File: src/rtl/if_fetch_stage_if.sv
// Instruction-memory request/grant/response bus between the fetch stage (master)
// and instruction memory (slave).
interface if_fetch_stage_if;
  logic        req;
  logic [31:0] addr;
  logic        gnt;
  logic        rvalid;
  logic [31:0] rdata;

  modport master (
    output req,
    output addr,
    input  gnt,
    input  rvalid,
    input  rdata
  );

  modport slave (
    input  req,
    input  addr,
    output gnt,
    output rvalid,
    output rdata
  );
endinterface

File: src/rtl/if_fetch_stage.sv
// Instruction-fetch stage: owns the fetch PC, keeps at most one imem request in flight,
// and presents {pc+4, instruction, valid} to the IF/ID register with stall and redirect.
module if_fetch_stage #(
  parameter logic [31:0] RESET_PC = 32'h0000_0000
) (
  input  logic                     clk,
  input  logic                     rst,
  input  logic                     stall_i,
  input  logic                     redirect_i,
  input  logic [31:0]              redirect_pc_i,
  if_fetch_stage_if.master         imem,
  output logic [31:0]              if_pc4_o,
  output logic [31:0]              if_inst_o,
  output logic                     if_valid_o
);

  typedef enum logic [2:0] {StBoot, StReq, StWait, StHold, StDrain} state_e;

  state_e      state_q, state_d;
  logic [31:0] pc_q, pc_d;
  logic [31:0] pc4_q, pc4_d;
  logic [31:0] inst_q, inst_d;
  logic        valid_q, valid_d;
  logic [31:0] pc_plus4;

  assign pc_plus4 = pc_q + 32'd4;

  always_ff @(posedge clk or posedge rst) begin
    if (rst) begin
      state_q <= StBoot;
      pc_q    <= RESET_PC;
      pc4_q   <= 32'h0;
      inst_q  <= 32'h0;
      valid_q <= 1'b0;
    end else begin
      state_q <= state_d;
      pc_q    <= pc_d;
      pc4_q   <= pc4_d;
      inst_q  <= inst_d;
      valid_q <= valid_d;
    end
  end

  always_comb begin
    state_d = state_q;
    pc_d    = pc_q;
    pc4_d   = pc4_q;
    inst_d  = inst_q;
    valid_d = valid_q;
    unique case (state_q)
      StBoot: state_d = StReq;
      StReq: begin
        if (redirect_i) begin
          pc_d    = redirect_pc_i;
          // A grant in the redirect cycle belongs to the old path; drain its response.
          state_d = imem.gnt ? StDrain : StReq;
        end else if (imem.gnt) begin
          state_d = StWait;
        end
      end
      StWait: begin
        if (redirect_i) begin
          pc_d    = redirect_pc_i;
          state_d = imem.rvalid ? StReq : StDrain;
        end else if (imem.rvalid) begin
          inst_d  = imem.rdata;
          pc4_d   = pc_plus4;
          valid_d = 1'b1;
          state_d = StHold;
        end
      end
      StHold: begin
        if (redirect_i) begin
          pc_d    = redirect_pc_i;
          valid_d = 1'b0;
          state_d = StReq;
        end else if (!stall_i) begin
          pc_d    = pc_plus4;
          valid_d = 1'b0;
          state_d = StReq;
        end
      end
      StDrain: begin
        if (redirect_i) pc_d = redirect_pc_i;
        // Leaving on the stale response even if redirected again avoids waiting forever.
        if (imem.rvalid) state_d = StReq;
      end
      default: state_d = StBoot;
    endcase
  end

  assign imem.req   = (state_q == StReq);
  assign imem.addr  = {pc_q[31:2], 2'b00};
  assign if_pc4_o   = pc4_q;
  assign if_inst_o  = inst_q;
  assign if_valid_o = valid_q;

endmodule

File: src/flat_wrapper.sv
// flat-port wrapper written by rule: the top's interface ports become plain ports
module if_fetch_stage_flat 
#(
  parameter logic [31:0] RESET_PC = 32'h0000_0000
)
  (clk, rst, stall_i, redirect_i, redirect_pc_i, if_pc4_o, if_inst_o, if_valid_o, imem_req, imem_addr, imem_gnt, imem_rvalid, imem_rdata);
  if_fetch_stage_if imem_i ();
  input  logic clk;
  input  logic rst;
  input  logic stall_i;
  input  logic redirect_i;
  input  logic [31:0] redirect_pc_i;
  output logic [31:0] if_pc4_o;
  output logic [31:0] if_inst_o;
  output logic if_valid_o;
  output wire logic [$bits(imem_i.req)-1:0] imem_req;
  output wire logic [$bits(imem_i.addr)-1:0] imem_addr;
  input wire logic [$bits(imem_i.gnt)-1:0] imem_gnt;
  input wire logic [$bits(imem_i.rvalid)-1:0] imem_rvalid;
  input wire logic [$bits(imem_i.rdata)-1:0] imem_rdata;
  assign imem_req = imem_i.req;
  assign imem_addr = imem_i.addr;
  assign imem_i.gnt = imem_gnt;
  assign imem_i.rvalid = imem_rvalid;
  assign imem_i.rdata = imem_rdata;
  if_fetch_stage #(.RESET_PC(RESET_PC)) u_core (.clk(clk), .rst(rst), .stall_i(stall_i), .redirect_i(redirect_i), .redirect_pc_i(redirect_pc_i), .imem(imem_i), .if_pc4_o(if_pc4_o), .if_inst_o(if_inst_o), .if_valid_o(if_valid_o));
endmodule
File: config.mk
export PLATFORM = sky130hd
export DESIGN_NAME = if_fetch_stage_flat
export DESIGN_NICKNAME = d
export VERILOG_FILES = /design/src/rtl/if_fetch_stage_if.sv /design/src/rtl/if_fetch_stage.sv /design/src/flat_wrapper.sv
export SDC_FILE = /design/constraint.sdc
export NUM_CORES = 1
export LEC_CHECK = 0
export BUFFER_PORTS_ARGS = -buffer_cell sky130_fd_sc_hd__buf_2
export CAP_MARGIN = 25
export CORE_MARGIN = 2
export CORE_UTILIZATION = 30
export DETAILED_ROUTE_END_ITERATION = 10
export PLACE_DENSITY = 0.6
export SETUP_SLACK_MARGIN = 0.4
export SYNTH_ARGS = -nofsm -noshare
export SYNTH_HDL_FRONTEND = slang
export SYNTH_SLANG_ARGS = --single-unit
export TNS_END_PERCENT = 50
File: constraint.sdc
create_clock -name clk -period 5.2 [get_ports clk]
set_input_delay 0.26 -clock clk [delete_from_list [all_inputs] [get_ports clk]]
set_output_delay 0.26 -clock clk [all_outputs]
set_load 0.01 [all_outputs]
==> flow_metrics.env, run 1 <==
export IMPL_leakage_nw=2.862
export IMPL_synth_edf_count=0
export IMPL_remaining_drc_errors=0
export IMPL_status="finished with violations"
export IMPL_finClkSkew_ns=0.009024
export IMPL_ys_types=59
export IMPL_hold_viol_final=14
export IMPL_via_count=4329
export IMPL_fin_nets=719
export IMPL_ys_flop_type="dfrtp_1"
export IMPL_totalWireLength_mm=14.38
export IMPL_routedWlPerCell_um=16.46
export IMPL_crit_type="reg2reg"
export IMPL_rr_startpoint="u_core.pc_q[2]$_DFFE_PP0P_"
export IMPL_ir_drop_mv=0.2888
export IMPL_whs_ns=-0.01724
export IMPL_cts_resized=0
export IMPL_worstHoldPathType="in2async"
export IMPL_drv_cap=0
export IMPL_htreeDepth=3
export IMPL_track_usage=0.1640
export IMPL_dieArea_mm2=0.01802
export IMPL_chipWidth_um=134.3
export IMPL_drive_gt1_frac=0.3675
export IMPL_fin_tns_setup_ns=0
export IMPL_core_mm2=0.01658
export IMPL_antenna_found_initial=2
export IMPL_period_minus_slack_ns=2.479
export IMPL_die_height_um=134.3
export IMPL_num_rows=47
export IMPL_grt_max_degree=59
export IMPL_finalPower_w=0.003865
export IMPL_synth_warnings=0
export IMPL_synth_top_cell_by_area="dfrtp_1"
export IMPL_synth_top_area_frac=0.4916
export IMPL_n_fill_cell=1740
export IMPL_worst_pin_slew_ns=0.9596
export IMPL_async_reset_ff_frac=1.000
export IMPL_setup_violations=0
export IMPL_period_share=0.4767
export IMPL_grt_pass1_wl_mm=23.24
export IMPL_cts_clk_slew_worst_paths_ns=0.08
export IMPL_vias_per_cell=4.953
export IMPL_rsz0062_at_grt="no"
export IMPL_synthTopCellsByArea="dfrtp_1 (49%), mux2_2 (8.4%), a21oi_1 (5.2%), nand2_1 (3.0%), nor2_1 (3.0%)"
export IMPL_arrival_ns=2.77
export IMPL_cts_hold_fix_buffers=0
export IMPL_max_slew_margin=0.3587
export IMPL_clock_root_buffer="clkbuf_16"
export IMPL_pin_count=168
export IMPL_grt_pass1_vias=4292
export IMPL_cp_end_kind="register"
export IMPL_synth_most_common_cell="dfrtp_1"
export IMPL_yosysSeqAreaShare=0.4916
export IMPL_clk_latency_ns=0.36
export IMPL_syn_instance_count=504
export IMPL_cts_buffers=9
export IMPL_cts_setup_buffers=0
export IMPL_cp_max_fo=7
export IMPL_start_util=0.3069
export IMPL_max_freq_mhz=403.4
export IMPL_cts_tree="yes"
export IMPL_r2r_cells=6
export IMPL_synthTopCellsByCount="dfrtp_1 (100), a21oi_1 (53), nand2_1 (41), nor2_1 (41), mux2_2 (38)"
export IMPL_synth_area_mm2=0.005090
export IMPL_clock_sinks=100
export IMPL_io_buffers=165
export IMPL_overflow=0
export IMPL_final_max_slew_viol_count=0
export IMPL_yosys_register_bits=100
export IMPL_rr_endpoint="u_core.pc_q[28]$_DFFE_PP0P_"
export IMPL_hpwl_mm=10.38
export IMPL_r2r_slack_ns=2.72
export IMPL_drtAntennaViolNets=0
export IMPL_fin_util=0.3825
export IMPL_area_delta_synth_final_pct=24.63
export IMPL_dr_pass1_iters=4
export IMPL_start_kind="register"
export IMPL_drtIter0Drc=227
export IMPL_syn_area_per_cell_um2=10.10
export IMPL_power_density_mw_per_mm2=609.3
export IMPL_place_gp_congestion=0.7730
export IMPL_violations="negative hold slack"
export IMPL_cp_data_required_time_ns=5.49
export IMPL_clock_path_buffers=2
sequential cells by signal, indices dropped and copies added, names as in the netlist:
register           count
u_core.pc_q           32
u_core.if_pc4_o       32
u_core.if_inst_o      32
u_core.if_valid_o      1
u_core.state_q         3
worst max-delay path: stages (launching register included):
cell and delay, ns:
dfrtp_1 0.49, ha_1 0.32, nand4_1 0.28, nor4_4 0.51
nand4_1 0.26, or4_1 0.46, nand3_1 0.09
report_power, final:
group / leakage (nW) / internal, W / total [W] / switching (W)
Sequential: 1.21 / 0.00115 / 0.00154 / 0.000387
Clock: 0.146 / 0.000348 / 0.000679 / 0.000332
Combinational: 1.50 / 0.000747 / 0.00165 / 0.000898
Total: 2.86 / 0.00225 / 0.00386 / 0.00162
stage by stage:
stage               cells  instance area (um^2)  setup WS (ns)
detailed placement    857                  6047          2.767
CTS                   873                  6341          2.730
global placement      856                  6032          2.799
finish                874                  6344          2.721
floorplan             505                  5094          2.321
global route          873                  6341          2.588
logic make-up after synthesis:
family	Yosys count	synth area share
xor gates and xnor gates	26	0.04474
and+or+nand+nor	173	0.1844
AOI/OAI and AO/OA	121	0.1468
muxes	38	0.08407
other	1	0.0007368
DFF	100	0.4916
adders and majority gates	1	0.002458
buffers and inverters	44	0.04523
how the worst max path moves through the flow:
stage	start	cells after the start	end	slack, ns
floorplan	rst	1	u_core.if_inst_o[0]$_DFFE_PP0P_	2.32
detailed placement	u_core.pc_q[2]$_DFFE_PP0P_	6	u_core.pc_q[28]$_DFFE_PP0P_	2.77
global placement	u_core.pc_q[2]$_DFFE_PP0P_	6	u_core.pc_q[28]$_DFFE_PP0P_	2.80
CTS	u_core.pc_q[2]$_DFFE_PP0P_	6	u_core.pc_q[28]$_DFFE_PP0P_	2.73
global route	u_core.pc_q[2]$_DFFE_PP0P_	6	u_core.pc_q[28]$_DFFE_PP0P_	2.59
finish	u_core.pc_q[2]$_DFFE_PP0P_	6	u_core.pc_q[28]$_DFFE_PP0P_	2.72
metal layers:
layer / track usage / vias to the layer above / part of all wire
met5: 0 / - / 0.00090
met4: 0.04386 / 2 / 0.010
met3: 0.06387 / 11 / 0.090
met2: 0.2591 / 154 / 0.45
met1: 0.2102 / 2054 / 0.45
li1: - / 2108 / -
layout by cell type (no fill, tap or decap), drive strengths merged, types with 20 or more instances in the layout:
master / count
a21oi: 54
o21ai: 20
dfrtp: 100
mux2: 38
buf: 171
nor2: 42
nand2: 41
nand3: 26
cell type report:
type,count,area (um^2),share of cell area
multi-input cells,361,2370,0.3736
flip-flops and latches,100,2502,0.3945
inverters,5,21.27,0.003353
clock buffers,10,239.0,0.03767
diodes,1,2.502,0.0003945
clock inverters,6,55.05,0.008679
well taps,220,275.3,0.04339
repair buffers,171,878.3,0.1385
Power figures use the tool's default switching activity.
==> run 2, diff against run 1 <==
clock period = 2.5 ns   (was 5.2 ns; I/O delays follow)
==> run 2 against run 1 <==
Effect of this change: the run now ends clean; cell count grew 5.1%; clock power grew 130%; total power grew 120%; sequential cell count is the same; routed wire length grew 5.0%; die area is the same; utilization grew 3.1 points; non-clock buffer count grew 46; clock-buffer cell count grew 2; final area grew 8.2%; critical path type unchanged; highest routed layer unchanged.
==> flow_metrics.env, run 2 (synthesized netlist as in run 1, its figures left out) <==
export IMPL_status="complete, no violations"
export IMPL_clock_root_buffer="clkbuf_16"
export IMPL_rsz0062_at_grt="no"
export IMPL_max_slew_margin=0.5594
export IMPL_path_buf_inv=1
export IMPL_hpwl_mm=10.33
export IMPL_drtIter0Drc=250
export IMPL_num_rows=47
export IMPL_start_util=0.3069
export IMPL_critPathMaxStageDelay_ns=0.51
export IMPL_cp_data_required_time_ns=2.74
export IMPL_worst_pin_slew_ns=0.6596
export IMPL_remaining_drc_errors=0
export IMPL_core_mm2=0.01658
export IMPL_drv_cap=0
export IMPL_cp_end_kind="register"
export IMPL_placed_cell_area_mm2=0.006103
export IMPL_clock_sinks=100
export IMPL_period_share=0.7943
export IMPL_power_density_mw_per_mm2=1215
export IMPL_drive_gt1_frac=0.3720
export IMPL_path_cells="or3b_2 > o211a_1 > buf_6 > o22a_1 > o22a_1"
export IMPL_final_max_slew_viol_count=0
export IMPL_io_buffers=165
export IMPL_cts_buffers=9
export IMPL_grt_pass1_vias=4455
export IMPL_ir_drop_mv=0.7750
export IMPL_stdcell_count=919
export IMPL_setup_violations=0
export IMPL_fin_tns_setup_ns=0
export IMPL_cts_clk_slew_worst_paths_ns=0.07
export IMPL_pin_count=168
export IMPL_pwr_share_comb=0.429
export IMPL_dieArea_mm2=0.01802
export IMPL_totalWireLength_mm=15.11
export IMPL_placed_cells=862
export IMPL_grt_max_degree=67
export IMPL_place_gp_congestion=0.7848
export IMPL_n_antenna_cell=0
export IMPL_dr_pass1_iters=5
export IMPL_leakage_nw=3.088
export IMPL_area_delta_synth_final_pct=34.86
export IMPL_crit_top_cell="o22a_1"
export IMPL_whs_ns=0.01253
export IMPL_cts_tree="yes"
export IMPL_final_common_cell="buf_2"
export IMPL_die_height_um=134.3
export IMPL_via_count=4514
export IMPL_swShare=0.4053
export IMPL_mostFrequentLayoutCells="buf_2 (165), dfrtp_1 (94), a21oi_1 (53)"
export IMPL_period_minus_slack_ns=1.986
export IMPL_p_seq_frac=0.386
export IMPL_fin_nets=765
export IMPL_grt_pass1_wl_mm=24.38
export IMPL_clock_path_buffers=2
export IMPL_routedWlPerCell_um=16.44
export IMPL_hold_viol_final=0
export IMPL_fin_util=0.4139
export IMPL_htreeDepth=3
export IMPL_arrival_ns=2.23
export IMPL_antenna_found_initial=1
export IMPL_cp_top_family="compound AO/OA/AOI/OAI gates"
export IMPL_vias_per_cell=4.912
export IMPL_worstHoldPathType="in2reg"
export IMPL_cpMaxStageDelayCell="dfrtp_1"
export IMPL_p_int_w=0.004960
export IMPL_cp_max_fo=53
export IMPL_chipWidth_um=134.3
export IMPL_drtAntennaViolNets=0
export IMPL_final_area_mm2=0.006864
export IMPL_switchingPower_w=0.003381
export IMPL_start_kind="register"
export IMPL_crit_type="reg2reg"
export IMPL_finClkSkew_ns=0.008417
export IMPL_clkPwrFrac=0.185
export IMPL_overflow=0
export IMPL_max_freq_mhz=503.6
export IMPL_track_usage=0.1721
export IMPL_clk_latency_ns=0.35
## run 2: cell count changes in the layout (fill, tap and decap cells not counted), moves of 2 or more
cell and delta:
dlygate4sd3_1 +34, buf_4 +10, dfrtp_1 -6, dfrtp_2 +6, clkinv_4 -3, buf_12 +2
bufinv_16 +2, clkbuf_1 +2, clkinvlp_4 +2, inv_6 -2
## run 2: final timing paths
kind | startpoint | endpoint | slack (ns) | depth (start not counted)
setup / recovery | u_core.state_q[0]$_DFFE_PP0P_ | u_core.pc_q[13]$_DFFE_PP0P_ | 0.51 | 5
max in group asynchronous | rst | u_core.if_inst_o[24]$_DFFE_PP0P_ | 1.37 | 4
min in group asynchronous | rst | u_core.if_pc4_o[1]$_DFFE_PP0P_ | 0.42 | 3
hold / removal | imem_rdata[21] | u_core.if_inst_o[21]$_DFFE_PP0P_ | 0.01 | 2
setup reg to reg | u_core.state_q[0]$_DFFE_PP0P_ | u_core.pc_q[13]$_DFFE_PP0P_ | 0.51 | 5
hold reg to reg | u_core.if_inst_o[6]$_DFFE_PP0P_ | u_core.if_inst_o[6]$_DFFE_PP0P_ | 0.50 | 1
## run 2: layer usage
layer	wire length, um	global-route usage
met1	6617	0.2202
met4	155	0.03801
met3	1283	0.07256
met5	16	0
met2	7037	0.2721
## run 2: area by class of cell
| cell class | count | area [um^2] |
|---|---|---|
| Sequential cell | 100 | 2510 |
| Inverter | 5 | 22.52 |
| Tap cell | 220 | 275.3 |
| Clock inverter | 4 | 72.57 |
| Multi-Input combinational cell | 361 | 2407 |
| Fill cell | 1650 | 9719 |
| Clock buffer | 12 | 246.5 |
| Timing Repair Buffer | 217 | 1330 |
## run 2: power groups by stage
stage / Combinational (W) / Clock [W] / Sequential [W]
6_report: 0.00358 / 0.00154 / 0.00322
5_1_grt: 0.00397 / 0.00167 / 0.00336
4_1_cts: 0.00355 / 0.00158 / 0.00321
3_5_place_dp: 0.00350 / 0 / 0.00322
3_3_place_gp: 0.00349 / 0 / 0.00319
2_1_floorplan: 0.00205 / 0 / 0.00334
## run 2: per-stage QoR
stage | worst slack (ns) | total power, W
global route | 0.3914 | 0.009004
CTS | 0.3845 | 0.008344
floorplan | 0.4538 | 0.005382
detailed placement | 0.2082 | 0.006722
global placement | 0.3065 | 0.006684
finish | 0.5141 | 0.008341
## run 2: timing repair
| action | 4_1_cts | 5_1_grt |
|---|---|---|
| endpoints found under the setup margin | 10 | 34 |
| pin swaps | 1 | 4 |
| endpoints found under the hold margin | 59 | 0 |
| cloned | 0 | 0 |
| hold buffers | 34 | 0 |
| resized for setup | 2 | 12 |
| buffers inserted | 1 | 6 |
==> run 3, diff against run 2 <==
ABC_AREA = 1   (was unset)
PLACE_DENSITY = 0.62   (was 0.6)
clock period = 1.8 ns   (was 2.5 ns; I/O delays follow)
==> run 3 against run 2 <==
Effect of this change: routed wire length grew 23%; fmax grew 25%; die area up 2.1%; non-clock buffer count rose by 52; total power grew 70%; sequential cell count is the same; first-iteration DRC count rose by 48%; sequential power up 34%; sequential share of layout area decreased by 5.5 points; worst setup slack got worse by 0.31 ns; critical path depth increased by 4.
==> flow_metrics.env, run 3 <==
export IMPL_status="complete, no violations"
export IMPL_drive_gt1_frac=0.3469
export IMPL_core_mm2=0.01712
export IMPL_remaining_drc_errors=0
export IMPL_async_reset_ff_frac=1.000
export IMPL_hold_start="redirect_pc_i[10]"
export IMPL_period_minus_slack_ns=1.594
export IMPL_worst_pin_slew_ns=0.6151
export IMPL_pin_count=168
export IMPL_htreeDepth=3
export IMPL_r2r_slack_ns=0.21
export IMPL_crit_type="reg2reg"
export IMPL_finalPower_w=0.01422
export IMPL_place_gp_congestion=0.8553
export IMPL_cp_end_kind="register"
export IMPL_drv_cap=0
export IMPL_overflow=0
export IMPL_final_area_mm2=0.008095
export IMPL_mostFrequentLayoutCells="nand2_1 (324), buf_2 (165), dfrtp_1 (91)"
export IMPL_cp_max_fo=7
export IMPL_yosysSeqAreaShare=0.4812
export IMPL_io_buffers=165
export IMPL_synth_warnings=0
export IMPL_grt_max_degree=101
export IMPL_ys_flop_type="dfrtp_1"
export IMPL_rr_startpoint="u_core.state_q[1]$_DFFE_PP0P_"
export IMPL_rr_endpoint="u_core.pc_q[17]$_DFFE_PP0P_"
export IMPL_setup_violations=0
export IMPL_yosys_register_bits=100
export IMPL_cts_buffers=9
export IMPL_power_density_mw_per_mm2=1757
export IMPL_area_delta_synth_final_pct=55.68
export IMPL_final_max_slew_viol_count=0
export IMPL_synth_most_common_cell="nand2_1"
export IMPL_leakage_nw=4.208
export IMPL_startpoint="u_core.state_q[1]$_DFFE_PP0P_"
export IMPL_n_antenna_cell=0
export IMPL_drtAntennaViolNets=0
export IMPL_fin_util=0.4730
export IMPL_worstHoldPathType="in2reg"
export IMPL_antenna_found_initial=0
export IMPL_hold_viol_final=0
export IMPL_hpwl_mm=11.27
export IMPL_vias_per_cell=4.685
export IMPL_synth_top_cell_by_area="dfrtp_1"
export IMPL_num_rows=48
export IMPL_finClkSkew_ns=0.01009
export IMPL_synth_edf_count=0
export IMPL_start_kind="register"
export IMPL_cts_clk_slew_worst_paths_ns=0.08
export IMPL_r2r_cells=9
export IMPL_clk_latency_ns=0.36
export IMPL_fin_tns_setup_ns=0
export IMPL_max_slew_margin=0.5899
export IMPL_drtIter0Drc=370
export IMPL_clock_sinks=100
export IMPL_start_util=0.3038
export IMPL_grt_pass1_wl_mm=26.90
export IMPL_stdcell_count=1211
export IMPL_endpoint="u_core.pc_q[17]$_DFFE_PP0P_"
export IMPL_dieArea_mm2=0.01840
export IMPL_cp_data_required_time_ns=2.09
export IMPL_synthTopCellsByCount="nand2_1 (350), dfrtp_1 (100), nor2_1 (92)"
export IMPL_synth_area_mm2=0.005200
export IMPL_arrival_ns=1.89
export IMPL_track_usage=0.1865
export IMPL_clock_root_buffer="clkbuf_16"
export IMPL_grt_pass1_vias=5255
export IMPL_max_freq_mhz=627.2
export IMPL_dr_pass1_iters=5
export IMPL_rsz0062_at_grt="yes"
export IMPL_final_common_cell="nand2_1"
export IMPL_synth_top_area_frac=0.4812
export IMPL_syn_area_per_cell_um2=7.163
export IMPL_clock_path_buffers=2
export IMPL_routedWlPerCell_um=15.32
export IMPL_chipWidth_um=135.7
export IMPL_cts_tree="yes"
export IMPL_ys_types=28
export IMPL_period_share=0.8858
export IMPL_syn_instance_count=726
export IMPL_via_count=5674
export IMPL_ir_drop_mv=0.9046
export IMPL_placed_cells=1115
export IMPL_totalWireLength_mm=18.56
export IMPL_die_height_um=135.7
export IMPL_placed_cell_area_mm2=0.006392
export IMPL_fin_nets=1052
export IMPL_synthTopCellsByArea="dfrtp_1 (48%), nand2_1 (25%), nor2_1 (6.6%), nand3_1 (4.2%), inv_1 (3.1%)"
[run 3: cell count changes after synthesis, moves of 8 or more]
cell,change
nand4_1,-9
a21oi_1,-51
nand3_1,+19
nor2_1,+51
buf_2,-11
nand2_1,+309
mux2_2,-38
a2bb2oi_1,-8
xor2_1,-11
inv_1,+38
[run 3: cell type report]
cell class                 count  area (um^2)
fill                        1683         9021
multi-input combinational    555         2694
sequential                   100         2514
timing repair buffer         269         2106
tap                          225        281.5
clock buffer                   9        225.2
inverter                      46        195.2
clock inverter                 7        80.08
[run 3: worst min-delay path by stage]
stage,endpoint,cells past startpoint
floorplan,u_core.state_q[2]$_DFFE_PP0P_,1
global placement,u_core.if_inst_o[11]$_DFFE_PP0P_,3
detailed placement,u_core.if_inst_o[1]$_DFFE_PP0P_,3
CTS,u_core.pc_q[10]$_DFFE_PP0P_,5
global route,u_core.pc_q[4]$_DFFE_PP0P_,5
finish,u_core.pc_q[10]$_DFFE_PP0P_,5
[run 3: metal layers]
metal | up-vias | part of all wire | GRT usage | wire [um]
li1 | 2769 | - | - | -
met1 | 2695 | 0.45 | 0.2511 | 8266
met2 | 195 | 0.47 | 0.3027 | 8762
met3 | 15 | 0.068 | 0.03666 | 1254
met4 | 0 | 0.015 | 0.05845 | 274
met5 | - | 0 | 0 | 0
[run 3: kinds of logic (layout without fill, tap and decap cells)]
logic type               Yosys count  in the layout  share of synthesized area
AND/OR/NAND/NOR                  504            505                     0.3939
flip-flops                       100            100                     0.4812
buffers and inverters             73            331                    0.06761
AO/OA/AOI/OAI                     39             39                    0.04067
XOR/XNOR                           8              8                    0.01348
adder cells (fa/ha/maj)            1              1                   0.002406
other                              1              2                  0.0007212
[run 3: critical path, stage by stage, from the launching register on]
cell,delay [ns]
dfrtp_2,0.48
inv_4,0.10
nand3_4,0.11
nand4_1,0.19
buf_4,0.16
inv_2,0.04
nor2_4,0.15
buf_6,0.17
nand3_2,0.07
nand2_1,0.06
[run 3: what timing repair did]
| item | in CTS | in global routing |
|---|---|---|
| gates cloned | 5 | 11 |
| endpoints found under the hold margin | 135 | 0 |
| hold buffers | 36 | 0 |
| setup buffers | 23 | 5 |
| gates resized for setup | 54 | 85 |
| pin swaps | 10 | 21 |
| endpoints found under the setup margin | 96 | 99 |
[run 3: where the power goes]
part,total [W],internal (W),switching (W)
clock network,0.00203,0.00110,0.000938
logic,0.00787,0.00342,0.00445
registers,0.00431,0.00336,0.000954
[run 3: through the flow]
step / worst slack [ns] / hold WS, ns
after floorplan: 0.1796 / 0.1997
after global placement: 0.1362 / 0.2915
after detailed placement: 0.07297 / 0.2932
after CTS: 0.2669 / 0.01814
after global routing: 0.1186 / 0.07691
final: 0.2055 / 0.03196
